===== src/rtl/wb_arbiter_if.sv =====
// Bus bundle for wb_arbiter: NM Wishbone B4 classic masters on one side,
// a single slave on the other, plus the one-hot grant and a debug view of
// the arbiter FSM state.
//
// Handshake: a master owns the slave bus while grant_o has its bit set and
// it keeps m_cyc_i high. A beat transfers on a rising edge where
// s_cyc_o & s_stb_o & s_ack_i are all high. The ack reaches only the owning
// master as m_ack_o[g]. The master must hold adr/dat/sel/we stable until
// that ack.
interface wb_arbiter_if #(
  parameter int NM = 2,
  parameter int AW = 30,
  parameter int DW = 32
);
  localparam int SW = DW / 8;

  logic [NM*AW-1:0] m_adr_i;
  logic [NM*DW-1:0] m_dat_i;
  logic [NM*SW-1:0] m_sel_i;
  logic [NM-1:0]    m_we_i;
  logic [NM-1:0]    m_cyc_i;
  logic [NM-1:0]    m_stb_i;
  logic [DW-1:0]    m_dat_o;
  logic [NM-1:0]    m_ack_o;
  logic [NM-1:0]    m_err_o;
  logic [AW-1:0]    s_adr_o;
  logic [DW-1:0]    s_dat_o;
  logic [SW-1:0]    s_sel_o;
  logic             s_we_o;
  logic             s_cyc_o;
  logic             s_stb_o;
  logic [DW-1:0]    s_dat_i;
  logic             s_ack_i;
  logic [NM-1:0]    grant_o;
  logic             state_dbg;   // 0 = IDLE, 1 = GRANT

  // Arbiter view
  modport slave (
    input  m_adr_i, m_dat_i, m_sel_i, m_we_i, m_cyc_i, m_stb_i,
    input  s_dat_i, s_ack_i,
    output m_dat_o, m_ack_o, m_err_o,
    output s_adr_o, s_dat_o, s_sel_o, s_we_o, s_cyc_o, s_stb_o,
    output grant_o, state_dbg
  );

  // Environment view (masters plus the slave)
  modport master (
    output m_adr_i, m_dat_i, m_sel_i, m_we_i, m_cyc_i, m_stb_i,
    output s_dat_i, s_ack_i,
    input  m_dat_o, m_ack_o, m_err_o,
    input  s_adr_o, s_dat_o, s_sel_o, s_we_o, s_cyc_o, s_stb_o,
    input  grant_o, state_dbg
  );
endinterface


===== src/rtl/wb_arbiter.sv =====
// Round-robin Wishbone B4 classic arbiter. NM masters share one slave bus.
// A master keeps its grant for as long as it holds cyc. After each owner
// there is one idle cycle. Only the grant is registered, and the datapath
// is a plain mux.
// Optional macro WBARB_TIMEOUT_EN adds a no-ack watchdog. On expiry the
// watchdog pulses m_err_o to the owner and drops its grant.
module wb_arbiter #(
  parameter int NM      = 2,
  parameter int AW      = 30,
  parameter int DW      = 32,
  parameter int TIMEOUT = 255
) (
  input logic        wb_clk_i,
  input logic        wb_reset_ni,
  wb_arbiter_if.slave bus
);
  localparam int SW = DW / 8;
  localparam int IW = $clog2(NM);

  if (NM < 2 || NM > 8 || TIMEOUT < 1) begin : g_param_check
    $error("wb_arbiter: NM must be 2..8 and TIMEOUT at least 1");
  end

  typedef enum logic {IDLE = 1'b0, GRANT = 1'b1} state_t;

  state_t          state_q, state_d;
  logic [NM-1:0]   grant_q, grant_d;
  logic [IW-1:0]   last_q, last_d;     // last winner, also the current owner in GRANT
  logic [NM-1:0]   req;
  logic [IW-1:0]   win;
  logic            win_vld;
  logic            own;
  logic [IW-1:0]   sel;
  logic            s_cyc;
  logic            s_stb;
  logic            timeout_hit;

  assign own   = (state_q == GRANT);
  assign sel   = own ? last_q : '0;
  assign s_cyc = own & bus.m_cyc_i[sel];
  assign s_stb = s_cyc & bus.m_stb_i[sel];

`ifdef WBARB_TIMEOUT_EN
  localparam int CW = ($clog2(TIMEOUT + 1) > 8) ? $clog2(TIMEOUT + 1) : 8;

  logic [CW-1:0] to_cnt_q;
  logic [NM-1:0] blk_q;   // master timed out and has not yet dropped cyc

  assign timeout_hit = s_stb & ~bus.s_ack_i & (to_cnt_q == CW'(TIMEOUT));
  assign req         = bus.m_cyc_i & ~blk_q;

  // Count stalled strobe cycles of the current owner; cleared by ack or release
  always_ff @(posedge wb_clk_i) begin
    if (!wb_reset_ni) begin
      to_cnt_q <= '0;
    end else if (state_d != GRANT || bus.s_ack_i) begin
      to_cnt_q <= '0;
    end else if (own && s_stb) begin
      to_cnt_q <= to_cnt_q + 1'b1;
    end
  end

  // Lock out a timed-out master until its cyc has been seen low
  always_ff @(posedge wb_clk_i) begin
    if (!wb_reset_ni) begin
      blk_q <= '0;
    end else begin
      for (int k = 0; k < NM; k++) begin
        if (timeout_hit && last_q == IW'(k)) begin
          blk_q[k] <= 1'b1;
        end else if (!bus.m_cyc_i[k]) begin
          blk_q[k] <= 1'b0;
        end
      end
    end
  end
`else
  assign timeout_hit = 1'b0;
  assign req         = bus.m_cyc_i;
`endif

  // Round-robin pick: first requester after the last winner, cyclically
  always_comb begin
    win     = '0;
    win_vld = 1'b0;
    for (int i = 1; i <= NM; i++) begin
      int j;
      j = int'(last_q) + i;
      if (j >= NM) j = j - NM;
      if (!win_vld && req[IW'(j)]) begin
        win     = IW'(j);
        win_vld = 1'b1;
      end
    end
  end

  // FSM state, grant and last-winner registers
  always_ff @(posedge wb_clk_i) begin
    if (!wb_reset_ni) begin
      state_q <= IDLE;
      grant_q <= '0;
      last_q  <= IW'(NM - 1);
    end else begin
      state_q <= state_d;
      grant_q <= grant_d;
      last_q  <= last_d;
    end
  end

  // FSM next state: grant on any request, release on cyc drop or timeout
  always_comb begin
    state_d = state_q;
    grant_d = grant_q;
    last_d  = last_q;
    case (state_q)
      IDLE: begin
        if (win_vld) begin
          state_d = GRANT;
          grant_d = NM'(1) << win;
          last_d  = win;
        end
      end
      GRANT: begin
        if (!$onehot(grant_q) || !grant_q[last_q] ||
            !bus.m_cyc_i[last_q] || timeout_hit) begin
          state_d = IDLE;
          grant_d = '0;
        end
      end
      default: begin
        state_d = IDLE;
        grant_d = '0;
      end
    endcase
  end

  // Pass-through datapath and per-master ack/err steering
  always_comb begin
    bus.s_adr_o   = bus.m_adr_i[sel*AW +: AW];
    bus.s_dat_o   = bus.m_dat_i[sel*DW +: DW];
    bus.s_sel_o   = bus.m_sel_i[sel*SW +: SW];
    bus.s_we_o    = own & bus.m_we_i[sel];
    bus.s_cyc_o   = s_cyc;
    bus.s_stb_o   = s_stb;
    bus.m_dat_o   = bus.s_dat_i;
    bus.grant_o   = grant_q;
    bus.state_dbg = state_q;
    bus.m_ack_o   = '0;
    bus.m_err_o   = '0;
    for (int k = 0; k < NM; k++) begin
      if (own && sel == IW'(k)) begin
        bus.m_ack_o[k] = bus.s_ack_i & s_cyc;
        bus.m_err_o[k] = timeout_hit;
      end
    end
  end
endmodule

===== src/flat_wrapper.sv =====
// flat-port wrapper written by rule: the top's interface ports become plain ports
module wb_arbiter_flat 
#(
  parameter int NM      = 2,
  parameter int AW      = 30,
  parameter int DW      = 32,
  parameter int TIMEOUT = 255
)
  (wb_clk_i, wb_reset_ni, bus_m_adr_i, bus_m_dat_i, bus_m_sel_i, bus_m_we_i, bus_m_cyc_i, bus_m_stb_i, bus_s_dat_i, bus_s_ack_i, bus_m_dat_o, bus_m_ack_o, bus_m_err_o, bus_s_adr_o, bus_s_dat_o, bus_s_sel_o, bus_s_we_o, bus_s_cyc_o, bus_s_stb_o, bus_grant_o, bus_state_dbg);
  wb_arbiter_if #(.NM(NM), .AW(AW), .DW(DW)) bus_i ();
  input logic wb_clk_i;
  input logic wb_reset_ni;
  input wire logic [$bits(bus_i.m_adr_i)-1:0] bus_m_adr_i;
  input wire logic [$bits(bus_i.m_dat_i)-1:0] bus_m_dat_i;
  input wire logic [$bits(bus_i.m_sel_i)-1:0] bus_m_sel_i;
  input wire logic [$bits(bus_i.m_we_i)-1:0] bus_m_we_i;
  input wire logic [$bits(bus_i.m_cyc_i)-1:0] bus_m_cyc_i;
  input wire logic [$bits(bus_i.m_stb_i)-1:0] bus_m_stb_i;
  input wire logic [$bits(bus_i.s_dat_i)-1:0] bus_s_dat_i;
  input wire logic [$bits(bus_i.s_ack_i)-1:0] bus_s_ack_i;
  output wire logic [$bits(bus_i.m_dat_o)-1:0] bus_m_dat_o;
  output wire logic [$bits(bus_i.m_ack_o)-1:0] bus_m_ack_o;
  output wire logic [$bits(bus_i.m_err_o)-1:0] bus_m_err_o;
  output wire logic [$bits(bus_i.s_adr_o)-1:0] bus_s_adr_o;
  output wire logic [$bits(bus_i.s_dat_o)-1:0] bus_s_dat_o;
  output wire logic [$bits(bus_i.s_sel_o)-1:0] bus_s_sel_o;
  output wire logic [$bits(bus_i.s_we_o)-1:0] bus_s_we_o;
  output wire logic [$bits(bus_i.s_cyc_o)-1:0] bus_s_cyc_o;
  output wire logic [$bits(bus_i.s_stb_o)-1:0] bus_s_stb_o;
  output wire logic [$bits(bus_i.grant_o)-1:0] bus_grant_o;
  output wire logic [$bits(bus_i.state_dbg)-1:0] bus_state_dbg;
  assign bus_i.m_adr_i = bus_m_adr_i;
  assign bus_i.m_dat_i = bus_m_dat_i;
  assign bus_i.m_sel_i = bus_m_sel_i;
  assign bus_i.m_we_i = bus_m_we_i;
  assign bus_i.m_cyc_i = bus_m_cyc_i;
  assign bus_i.m_stb_i = bus_m_stb_i;
  assign bus_i.s_dat_i = bus_s_dat_i;
  assign bus_i.s_ack_i = bus_s_ack_i;
  assign bus_m_dat_o = bus_i.m_dat_o;
  assign bus_m_ack_o = bus_i.m_ack_o;
  assign bus_m_err_o = bus_i.m_err_o;
  assign bus_s_adr_o = bus_i.s_adr_o;
  assign bus_s_dat_o = bus_i.s_dat_o;
  assign bus_s_sel_o = bus_i.s_sel_o;
  assign bus_s_we_o = bus_i.s_we_o;
  assign bus_s_cyc_o = bus_i.s_cyc_o;
  assign bus_s_stb_o = bus_i.s_stb_o;
  assign bus_grant_o = bus_i.grant_o;
  assign bus_state_dbg = bus_i.state_dbg;
  wb_arbiter #(.NM(NM), .AW(AW), .DW(DW), .TIMEOUT(TIMEOUT)) u_core (.wb_clk_i(wb_clk_i), .wb_reset_ni(wb_reset_ni), .bus(bus_i));
endmodule

===== config.mk =====
export PLATFORM = sky130hd
export DESIGN_NAME = wb_arbiter_flat
export DESIGN_NICKNAME = d
export VERILOG_FILES = /design/src/rtl/wb_arbiter_if.sv /design/src/rtl/wb_arbiter.sv /design/src/flat_wrapper.sv
export SDC_FILE = /design/constraint.sdc
export NUM_CORES = 1
export LEC_CHECK = 0
export ABC_AREA = 0
export CORE_AREA = 3 3 109 111
export DETAILED_ROUTE_END_ITERATION = 8
export DIE_AREA = 0 0 112 114
export PLACE_DENSITY_LB_ADDON = 0.15
export RECOVER_POWER = 100
export SLEW_MARGIN = 20
export SYNTH_ARGS = -nofsm -noshare
export SYNTH_HDL_FRONTEND = slang
export SYNTH_SLANG_ARGS = --single-unit

===== constraint.sdc =====
create_clock -name wb_clk_i -period 2.1 [get_ports wb_clk_i]
set_input_delay 0.63 -clock wb_clk_i [delete_from_list [all_inputs] [get_ports wb_clk_i]]
set_output_delay 0.63 -clock wb_clk_i [all_outputs]
set_load 0.02 [all_outputs]

==> flow_metrics.py <==
metrics = {
    "placement": {
        "io_buffers": 214,
        "post_dp_cell_area_um2": 3510,
        "place_congestion": 0.764,
        "dpl.hpwl_um": 5890,
    },
    "worst_setup_path": {
        "reg2regPathDepth": 5,
        "r2r_start": "u_core.bus.state_dbg",
        "rrSetupSlack_ns": 0.66,
        "startpoint_type": "primary input",
        "worstReg2RegEnd": "u_core.bus.grant_o[0]",
        "crit_path_end_kind": "primary output",
        "cp_max_fo": 1,
        "worstPathRequired_ns": 1.47,
        "slowest_stage": "clkdlybuf4s50_1",
        "max_stage_delay_ns": 0.40,
        "path_class": "in2out",
        "arrival_ns": 1.46,
        "critical-path-top-delay-family": "buffers and inverters",
        "path_buf_inv": 2,
        "path_cells": "clkdlybuf4s50_1 > mux2_2 > buf_4",
    },
    "yosys": {
        "synth.top_cell.area_share_pct": 39.1,
        "synth.avg_cell_area_um2": 10.2,
        "ys_ff_latch": 4,
        "yosysSeqAreaShare_pct": 5.79,
        "syn_inst": 136,
        "synth_edf_count": 0,
        "synth_common_cells": "48 x mux2_2, 34 x buf_4, 19 x mux2_4",
        "synthFlopType": "dfxtp_1",
        "ys_types": 24,
        "synth_area_leaders": "mux2_2 39%, mux2_4 21%, buf_4 18%",
        "yosys_warnings": 0,
        "yosysMostFrequentCell": "mux2_2",
        "syn-cell-area_um2": 1380,
        "postSynth.asyncResetShare_pct": 0,
        "yosys.area.top_type": "mux2_2",
    },
    "floorplan": {
        "num_rows": 38,
        "die_area_um2": 12800,
        "initial_core_util_pct": 12.7,
        "die_w_um": 112,
        "die_h_um": 114,
        "io_pins": 281,
        "core_area_um2": 10900,
    },
    "pwr": {
        "p_switching_uw": 446,
        "vdd_ir_drop_max_uv": 150,
        "p_int_uw": 811,
        "swShare_pct": 35.5,
        "seqPwrFrac_pct": 7.3,
        "p_per_area_nw_per_um2": 360,
        "power_frac_comb_pct": 79.9,
        "p_clk_share_pct": 12.8,
        "leakage_nw": 1.62,
    },
    "timing": {
        "setup_viol": 0,
        "hold_viol": 0,
        "final-max-slew-violation-count": 0,
        "fin_setup_tns_ns": 0,
        "period_share_pct": 99.6,
        "rsz0062_at_grt": "true",
        "period_minus_slack_ns": 2.09,
        "fin_skew_ns": 0.000763,
        "fmax_mhz": 478,
    },
    "route": {
        "wire_per_inst_um": 15.0,
        "first_pass_iters": 4,
        "routed-via-count": 1744,
        "via_per_inst": 3.77,
        "finalWirelength_um": 6910,
        "drt-initial-drc-count": 55,
        "postRouteAntennaNets": 0,
        "drc": 0,
    },
    "clocking": {
        "numCtsBuffers": 3,
        "clk_latency_ns": 0.22,
        "cts.htree.levels": 1,
        "cts_buffer_depth": 2,
        "clock_sinks": 4,
        "cts_tree": "done",
        "path_clk_slew_ns": 0.03,
        "hold_buffers": 0,
        "ctsRootBufferMaster": "clkbuf_8",
    },
    "status": {
        "status": "finished clean",
    },
    "global_route": {
        "grt_usage_pct": 9.41,
        "grt_max_degree": 27,
        "antenna_found_initial": 0,
        "grt_pass1_wl_um": 9870,
        "grt_overflow": 0,
        "first_global_vias": 1924,
    },
    "final_layout": {
        "area_growth_pct": 152,
        "nNetsFinal": 497,
        "drive_gt1_share_pct": 48.4,
        "diodes": 0,
        "fin_area_um2": 3490,
        "fillerInstances": 1159,
        "multi_input_area_um2": 1030,
        "regArea_um2": 80.1,
    },
    "hold_path": {
        "hold_depth": 1,
        "min_path_type": "reg2reg",
        "whs_endpoint": "u_core.bus.grant_o[1]",
        "hp-start": "u_core.bus.grant_o[1]",
    },
    "job": {
        "max-cap-violations": 0,
    },
}
-- state kept, by name, summed over array words and instances (netlist names) --
name and cells:
u_core.bus.grant_o 2, u_core.bus.state_dbg 1, u_core.last_q 1
-- logic make-up after synthesis --
logic type             Yosys count  synth area share [%]
multiplexers                    69                  61.2
buffers and inverters           43                  23.0
AND/OR/NAND/NOR                 14                  6.61
AO/OA/AOI/OAI                    4                  2.53
flip-flops                       4                  5.79
XOR/XNOR                         1                 0.634
other                            1                 0.271
-- placed cells by master (no fill, tap or decap), types with 2 or more instances in the layout --
master,synthesis,layout
and3_1,2,2
buf_12,0,3
buf_2,5,26
buf_4,34,10
buf_6,3,36
clkbuf_2,0,5
clkbuf_8,0,3
clkdlybuf4s50_1,0,128
conb_1,1,2
dfxtp_1,4,4
dlygate4sd2_1,0,4
dlygate4sd3_1,0,3
dlymetal6s2s_1,0,6
mux2_2,48,40
mux2_4,19,27
mux2i_1,2,2
nand2_1,2,2
nand3_1,2,2
-- worst max path at each step --
stage                               start               to  slack, ns  depth (start not counted)
after floorplan            bus_m_cyc_i[1]      bus_s_stb_o       0.05                          3
after global placement     bus_m_cyc_i[0]   bus_m_ack_o[0]      -0.78                          6
after detailed placement   bus_m_cyc_i[1]   bus_m_ack_o[0]      -0.80                          6
after CTS                 bus_m_dat_i[41]   bus_s_dat_o[9]      0.001                          3
after global routing        u_core.last_q  bus_s_dat_o[14]     -0.006                          4
final                     bus_m_dat_i[61]  bus_s_dat_o[29]      0.009                          3
-- metal layers --
layer	GRT usage [%]	up-vias	wire length, um
li1	-	822	-
met1	9.68	752	2250
met2	18.1	164	3600
met3	4.14	6	1020
met4	1.12	0	36
met5	0	-	0
-- cell type report --
type,count,share of cell area [%]
multi-input combinational,90,29.5
timing repair buffer,224,61.9
inverter,1,0.108
tap,140,5.02
clock buffer,3,1.18
sequential,4,2.29
-- power by group through the flow --
stage / clock network, mW / logic (mW) / registers, mW
floorplan: 0 / 0.541 / 0.0966
global placement: 0 / 1.04 / 0.0919
detailed placement: 0 / 1.04 / 0.0924
CTS: 0.169 / 0.934 / 0.0915
global route: 0.175 / 1.06 / 0.0922
finish: 0.161 / 1.01 / 0.0912
-- repair_timing --
action | 4_1_cts | 5_1_grt
setup endpoints to repair | 72 | 44
pin swaps | 2 | 1
gates resized for setup | 318 | 74
cloned | 0 | 1
buffers inserted | 0 | 0
-- per-stage QoR --
step,power (mW),worst slack [ns],instances,hold WS (ns),util [%]
after floorplan,0.638,0.0495,137,0.637,-
after global placement,1.13,-0.782,459,0.522,32.2
after detailed placement,1.13,-0.802,459,0.527,32.2
after CTS,1.19,0.00130,461,0.540,30.0
after global routing,1.33,-0.00612,462,0.551,32.1
final,1.26,0.00892,462,0.531,32.1
-- worst reg2reg max path, stage by stage (launching register included) --
cell      delay [ns]
dfxtp_1         0.36
clkbuf_4        0.15
buf_4           0.14
nand2b_1        0.17
mux2_2          0.34
and3_1          0.17
(Power assumes the default switching activity.)
